$ cat src/rtl/risc_ifetch_32_pkg.sv
// Shared definitions for the 32-bit RISC-V instruction fetch unit:
// FSM encoding, the NOP instruction and the buffered fetch entry layout.
package risc_ifetch_32_pkg;

  localparam logic [31:0] NOP_INSTR = 32'h0000_0013;

  typedef enum logic [1:0] {
    ST_REQ  = 2'd0,
    ST_WAIT = 2'd1,
    ST_DROP = 2'd2
  } fetch_state_e;

  typedef struct packed {
    logic [31:0] pc;
    logic [31:0] instr;
  } fetch_entry_t;

  localparam int unsigned ENTRY_W = $bits(fetch_entry_t);

endpackage

$ cat src/rtl/risc_ifetch_32_if.sv
// Fetch-unit bus: PC block control, instruction memory request/response and
// decode handshake. master is the fetch unit, slave is its environment.
interface risc_ifetch_32_if;
  logic [31:0] pc_32;
  logic        pc_load;
  logic        flush;
  logic        imem_req_valid;
  logic        imem_req_ready;
  logic [31:0] imem_req_addr_32;
  logic        imem_rsp_valid;
  logic [31:0] imem_rsp_data_32;
  logic        id_valid;
  logic        id_ready;
  logic [31:0] id_instr_32;
  logic [31:0] id_pc_32;

  modport master (
    input  pc_32, flush, imem_req_ready, imem_rsp_valid, imem_rsp_data_32, id_ready,
    output pc_load, imem_req_valid, imem_req_addr_32, id_valid, id_instr_32, id_pc_32
  );

  modport slave (
    output pc_32, flush, imem_req_ready, imem_rsp_valid, imem_rsp_data_32, id_ready,
    input  pc_load, imem_req_valid, imem_req_addr_32, id_valid, id_instr_32, id_pc_32
  );
endinterface

$ cat src/rtl/risc_ifetch_32_fifo.sv
// Circular FIFO holding fetched {pc, instr} entries; flush empties it and
// overrides any same-cycle push or pop. DEPTH must be a power of two.
module risc_fifo_32 #(
  parameter int unsigned DEPTH = 2,
  parameter int unsigned WIDTH = 64
) (
  input  logic                     clk,
  input  logic                     reset,
  input  logic                     flush_i,
  input  logic                     push_i,
  input  logic [WIDTH-1:0]         wdata_i,
  input  logic                     pop_i,
  output logic [WIDTH-1:0]         rdata_o,
  output logic [$clog2(DEPTH):0]   count_o
);

  localparam int unsigned PW = $clog2(DEPTH);
  localparam logic [PW:0] FULL_COUNT = (PW+1)'(DEPTH);

  logic [WIDTH-1:0] mem_q [DEPTH];
  logic [PW-1:0]    wr_ptr_q, wr_ptr_d;
  logic [PW-1:0]    rd_ptr_q, rd_ptr_d;
  logic [PW:0]      count_q, count_d;

  // NOTE: every _d gets a default before any branch, so no path leaves it unassigned and no latch is inferred.
  always_comb begin
    wr_ptr_d = wr_ptr_q;
    rd_ptr_d = rd_ptr_q;
    count_d  = count_q;
    if (flush_i) begin
      wr_ptr_d = '0;
      rd_ptr_d = '0;
      count_d  = '0;
    end else begin
      if (push_i) wr_ptr_d = wr_ptr_q + 1'b1;
      if (pop_i)  rd_ptr_d = rd_ptr_q + 1'b1;
      case ({push_i, pop_i})
        2'b10:   count_d = count_q + 1'b1;
        2'b01:   count_d = count_q - 1'b1;
        default: count_d = count_q;
      endcase
    end
  end

  // NOTE: non-blocking assignments make every register sample pre-edge values, independent of statement order.
  always_ff @(posedge clk) begin
    if (reset) begin
      wr_ptr_q <= '0;
      rd_ptr_q <= '0;
      count_q  <= '0;
    end else begin
      wr_ptr_q <= wr_ptr_d;
      rd_ptr_q <= rd_ptr_d;
      count_q  <= count_d;
    end
  end

  // NOTE: storage is deliberately not reset; reads are only meaningful while count is non-zero.
  always_ff @(posedge clk) begin
    if (push_i && !flush_i) mem_q[wr_ptr_q] <= wdata_i;
  end

  assign rdata_o = mem_q[rd_ptr_q];
  assign count_o = count_q;

  // Requests are only issued with room to spare, so a push never meets a full buffer.
  assert property (@(posedge clk) disable iff (reset) !(push_i && count_q == FULL_COUNT));

endmodule

$ cat src/rtl/risc_ifetch_32.sv
// Instruction fetch unit: at most one imem request in flight, responses queued
// for decode, redirects (flush) drop in-flight and buffered instructions.
module risc_ifetch_32
  import risc_ifetch_32_pkg::*;
#(
  parameter int unsigned DEPTH    = 2,
  parameter logic [31:0] RESET_PC = 32'h0000_0000
) (
  input logic              clk,
  input logic              reset,
  risc_ifetch_32_if.master bus
);

  localparam int unsigned CW = $clog2(DEPTH) + 1;
  localparam logic [CW-1:0] DEPTH_COUNT = CW'(DEPTH);

  fetch_state_e  state_q, state_d;
  logic [31:0]   inflight_q, inflight_d;
  logic [CW-1:0] count;
  fetch_entry_t  head;
  fetch_entry_t  push_entry;
  logic          req_valid;
  logic          push;
  logic          pop;

  always_comb begin
    state_d    = state_q;
    inflight_d = inflight_q;
    req_valid  = 1'b0;
    push       = 1'b0;
    case (state_q)
      ST_REQ: begin
        req_valid = (count < DEPTH_COUNT) && !bus.flush && !reset;
        if (req_valid && bus.imem_req_ready) begin
          state_d    = ST_WAIT;
          inflight_d = bus.pc_32;
        end
      end
      ST_WAIT: begin
        if (bus.imem_rsp_valid) begin
          push    = !bus.flush;
          state_d = ST_REQ;
        end else if (bus.flush) begin
          state_d = ST_DROP;
        end
      end
      // The request issued before the redirect still owes a response; swallow it.
      ST_DROP: if (bus.imem_rsp_valid) state_d = ST_REQ;
      default: state_d = ST_REQ;
    endcase
  end

  always_ff @(posedge clk) begin
    if (reset) begin
      state_q    <= ST_REQ;
      inflight_q <= '0;
    end else begin
      state_q    <= state_d;
      inflight_q <= inflight_d;
    end
  end

  assign push_entry           = '{pc: inflight_q, instr: bus.imem_rsp_data_32};
  assign bus.imem_req_valid   = req_valid;
  assign bus.imem_req_addr_32 = bus.pc_32;
  assign bus.pc_load          = (req_valid && bus.imem_req_ready) || (bus.flush && !reset);
  assign bus.id_valid         = (count != '0) && !bus.flush && !reset;
  assign pop                  = bus.id_valid && bus.id_ready;

  // An empty buffer presents the reset PC with a NOP so decode never sees stale data.
  assign {bus.id_pc_32, bus.id_instr_32} = (count != '0) ? head : {RESET_PC, NOP_INSTR};

  risc_fifo_32 #(
    .DEPTH (DEPTH),
    .WIDTH (ENTRY_W)
  ) u_fifo (
    .clk     (clk),
    .reset   (reset),
    .flush_i (bus.flush),
    .push_i  (push),
    .wdata_i (push_entry),
    .pop_i   (pop),
    .rdata_o (head),
    .count_o (count)
  );

endmodule

$ cat src/flat_wrapper.sv
// flat-port wrapper written by rule: the top's interface ports become plain ports
module risc_ifetch_32_flat import risc_ifetch_32_pkg::*;
#(
  parameter int unsigned DEPTH    = 2,
  parameter logic [31:0] RESET_PC = 32'h0000_0000
)
  (clk, reset, bus_pc_32, bus_flush, bus_imem_req_ready, bus_imem_rsp_valid, bus_imem_rsp_data_32, bus_id_ready, bus_pc_load, bus_imem_req_valid, bus_imem_req_addr_32, bus_id_valid, bus_id_instr_32, bus_id_pc_32);
  risc_ifetch_32_if bus_i ();
  input logic clk;
  input logic reset;
  input wire logic [$bits(bus_i.pc_32)-1:0] bus_pc_32;
  input wire logic [$bits(bus_i.flush)-1:0] bus_flush;
  input wire logic [$bits(bus_i.imem_req_ready)-1:0] bus_imem_req_ready;
  input wire logic [$bits(bus_i.imem_rsp_valid)-1:0] bus_imem_rsp_valid;
  input wire logic [$bits(bus_i.imem_rsp_data_32)-1:0] bus_imem_rsp_data_32;
  input wire logic [$bits(bus_i.id_ready)-1:0] bus_id_ready;
  output wire logic [$bits(bus_i.pc_load)-1:0] bus_pc_load;
  output wire logic [$bits(bus_i.imem_req_valid)-1:0] bus_imem_req_valid;
  output wire logic [$bits(bus_i.imem_req_addr_32)-1:0] bus_imem_req_addr_32;
  output wire logic [$bits(bus_i.id_valid)-1:0] bus_id_valid;
  output wire logic [$bits(bus_i.id_instr_32)-1:0] bus_id_instr_32;
  output wire logic [$bits(bus_i.id_pc_32)-1:0] bus_id_pc_32;
  assign bus_i.pc_32 = bus_pc_32;
  assign bus_i.flush = bus_flush;
  assign bus_i.imem_req_ready = bus_imem_req_ready;
  assign bus_i.imem_rsp_valid = bus_imem_rsp_valid;
  assign bus_i.imem_rsp_data_32 = bus_imem_rsp_data_32;
  assign bus_i.id_ready = bus_id_ready;
  assign bus_pc_load = bus_i.pc_load;
  assign bus_imem_req_valid = bus_i.imem_req_valid;
  assign bus_imem_req_addr_32 = bus_i.imem_req_addr_32;
  assign bus_id_valid = bus_i.id_valid;
  assign bus_id_instr_32 = bus_i.id_instr_32;
  assign bus_id_pc_32 = bus_i.id_pc_32;
  risc_ifetch_32 #(.DEPTH(DEPTH), .RESET_PC(RESET_PC)) u_core (.clk(clk), .reset(reset), .bus(bus_i));
endmodule
$ cat config.mk
export PLATFORM = sky130hd
export DESIGN_NAME = risc_ifetch_32_flat
export DESIGN_NICKNAME = d
export VERILOG_FILES = /design/src/rtl/risc_ifetch_32_pkg.sv /design/src/rtl/risc_ifetch_32_if.sv /design/src/rtl/risc_ifetch_32_fifo.sv /design/src/rtl/risc_ifetch_32.sv /design/src/flat_wrapper.sv
export SDC_FILE = /design/constraint.sdc
export NUM_CORES = 1
export LEC_CHECK = 0
export BUFFER_PORTS_ARGS = -buffer_cell sky130_fd_sc_hd__buf_2
export CAP_MARGIN = 0
export CELL_PAD_IN_SITES_DETAIL_PLACEMENT = 1
export CELL_PAD_IN_SITES_GLOBAL_PLACEMENT = 1
export CORE_MARGIN = 10
export CORE_UTILIZATION = 38
export CTS_CLUSTER_DIAMETER = 40
export CTS_CLUSTER_SIZE = 14
export DETAILED_ROUTE_END_ITERATION = 6
export PLACE_DENSITY_LB_ADDON = 0.1
export SYNTH_ARGS = -nofsm -noshare
export SYNTH_HDL_FRONTEND = slang
export SYNTH_SLANG_ARGS = --single-unit
export TNS_END_PERCENT = 5
$ cat constraint.sdc
create_clock -name clk -period 3.9 [get_ports clk]
set_input_delay 0 -clock clk [delete_from_list [all_inputs] [get_ports clk]]
set_output_delay 0 -clock clk [all_outputs]
set_load 0.005 [all_outputs]
==> impl_metrics.py <==
metrics = {
    "logic_synthesis": {
        "ys_warn_count": 0,
        "ys_dominant_reg_cell": "edfxtp_1",
        "synth_top_area_share_pct": 58.0,
        "synthCells": 451,
        "ys_seq_elements": 167,
        "yosysTopAreaCell": "edfxtp_1",
        "synth_area_mm2": 0.00662,
        "async_flop_share_pct": 0,
        "ys_seq_area_share_pct": 69.8,
        "syn_area_per_cell_um2": 14.7,
        "synthesis.nets": 522,
        "synth-edff-count": 128,
        "synth.area.top_cells": "edfxtp_1, dfxtp_1, mux2i_1",
        "yosysUniqueCellTypes": 29,
    },
    "timing": {
        "fin_crit_sh_pct": 68.0,
        "drv_slew": 0,
        "fin_crit_ns": 2.65,
        "clock_skew_ns": 0.00601,
        "fin_ws_ns": 1.25,
        "worst_pin_slew_ns": 1.20,
        "setup_viol": 0,
        "fmax_ghz": 0.377,
        "setup-tns-final_ns": 0,
        "maxSlewHeadroom_pct": 19.8,
        "rsz0062_at_grt": "no",
        "final_hold_viol_count": 0,
    },
    "cts": {
        "numCtsBuffers": 17,
        "post_cts_buffers": 0,
        "htreeDepth": 4,
        "cts_max_path_buffers": 2,
        "hold_buffers": 67,
        "cts_tree": "yes",
        "cts.sinks": 167,
        "clkLatencyLatePin_ns": 0.41,
        "root_buffer": "clkbuf_16",
        "path_clk_slew_ns": 0.06,
        "ctsResizeCount": 0,
    },
    "floorplanning": {
        "boundaryPins": 169,
        "start_util_pct": 38.6,
        "rows": 48,
        "die_height_um": 152,
        "die_w_um": 152,
        "core_mm2": 0.0172,
        "die-area_mm2": 0.0231,
    },
    "setup_path": {
        "cp_slowest_cell": "inv_1",
        "start_kind": "primary input",
        "startpoint": "reset",
        "worstPathArrival_ns": 2.99,
        "r2r_cells": 4,
        "critPathRequiredTime_ns": 4.23,
        "r2r-end": "u_core.u_fifo.mem_q[0][53]",
        "crit_chain": "dlygate4sd3_1, buf_2, inv_1, nand2_1, nor2_1, ha_1, or3_1, a21oi_1",
        "crit_path_end_kind": "flop",
        "worstPathMaxFanout": 33,
        "slowest_delay_ns": 0.87,
        "criticalPathCategory": "primary input to flop",
        "r2r_slack_ns": 1.70,
        "r2r-start": "u_core.state_q[1]",
        "crit_path_end": "u_core.u_fifo.count_o[1]",
    },
    "drt": {
        "totalWireLength_mm": 16.3,
        "wl_per_cell_um": 18.4,
        "routed_via_density": 4.78,
        "firstDrtPassIters": 4,
        "vias": 4249,
        "first_iter_violations": 182,
        "drc": 0,
        "ant_nets": 0,
    },
    "hold_path": {
        "hold_path_class": "primary input to flop",
        "min_path_cells": 4,
    },
    "global_routing": {
        "overflow": 0,
        "grt_start_max_net_pins": 65,
        "grt_antenna_before_repair": 0,
        "grt.total_usage_pct": 14.1,
        "grt_pass1_vias": 4786,
        "grt_pass1_wl_mm": 26.0,
    },
    "finish": {
        "fin_nets": 722,
        "fillers": 1782,
        "final_layout_size_suffix_gt1_share_pct": 31.2,
        "area_delta_synth_final_pct": 29.8,
        "layout_commonest_cell": "buf_2",
        "layout.cells.non_filler": 889,
        "finish.utilization_pct": 50.1,
        "layout_common_cells": "buf_2, edfxtp_1, nor2_1, dlygate4sd3_1, mux2i_1",
        "diodes": 0,
    },
    "power_and_ir_drop": {
        "ir_drop_v": 0.000293,
        "power_density_mw_per_mm2": 419,
        "power_mw": 3.60,
        "p_leak_nw": 3.39,
    },
    "placement": {
        "hpwl_mm": 10.1,
        "dp.cells": 790,
        "port-buffer-count": 168,
        "pre_cts_ws_ns": 1.37,
        "place_congestion": 0.720,
    },
    "status": {
        "status": "complete, no violations",
    },
    "job": {
        "drv_cap": 0,
    },
}
==> report_power, final <==
part	switching [mW]	internal (mW)	total (mW)
Clock	0.613	0.857	1.47
Combinational	0.0769	0.104	0.181
Sequential	0.0154	1.94	1.95
==> layout make-up <==
type | count | area, um^2 | share of cell area (%)
Clock buffer | 26 | 489 | 5.69
Clock inverter | 6 | 27.5 | 0.320
Inverter | 4 | 15.0 | 0.175
Multi-Input combinational cell | 222 | 1600 | 18.6
Sequential cell | 167 | 4630 | 53.8
Tap cell | 225 | 282 | 3.27
Timing Repair Buffer | 239 | 1550 | 18.1
==> routing by layer <==
metal	vias to the layer above	global-route usage, %	share of wire, %
met3	24	4.88	5.9
met2	125	23.7	49
met4	0	5.23	1.9
li1	2037	-	-
met5	-	0	0
met1	2063	16.1	43
==> stage by stage <==
stage	area [um^2]	hold slack (ns)
final	8600	0.0374
after global routing	8600	0.0290
after CTS	8600	0.0103
after detailed placement	7410	0.183
after global placement	7410	0.182
after floorplan	6630	0.0662
==> synth_stat cells, types with 4 or more instances <==
cell      count
nor2_1       69
mux2i_1      65
and3_1       32
buf_4        37
o21ai_0       6
dfxtp_1      39
inv_1         4
clkbuf_2      4
buf_2        11
a31o_1       30
edfxtp_1    128
==> worst max-delay path: cells and delay by family <==
kind	cells	cell delay (ns)
fa+ha+maj	1	0.28
buf+inv	3	1.56
compound gates	1	0.14
simple gates	3	0.99
==> kinds of logic after synthesis <==
| family | count (synthesis) | synth area share [%] |
|---|---|---|
| xor+xnor | 4 | 0.529 |
| flops | 167 | 69.8 |
| compound gates | 40 | 4.99 |
| fa+ha+maj | 1 | 0.189 |
| simple gates | 112 | 8.41 |
| mux | 65 | 9.82 |
| buf+inv | 62 | 6.23 |
==> worst min-delay path by stage <==
stage	start	to	slack [ns]
3_5_place_dp	bus_pc_32[17]	bus_imem_req_addr_32[17]	0.18
4_1_cts	bus_flush	u_core.state_q[0]	0.01
2_1_floorplan	reset	u_core.state_q[0]	0.07
6_report	bus_flush	u_core.state_q[0]	0.04
3_3_place_gp	bus_pc_32[25]	bus_imem_req_addr_32[25]	0.18
5_1_grt	bus_flush	u_core.state_q[0]	0.03
==> sequential cells by signal, summed over array words and instances, names as in the netlist, named ones only <==
register,cells
u_core.inflight_q,32
u_core.u_fifo.mem_q,128
u_core.u_fifo.wr_ptr_q,1
u_core.u_fifo.count_o,2
u_core.state_q,2
u_core.u_fifo.rd_ptr_q,1
No activity file was read; power rests on OpenSTA's default activity.
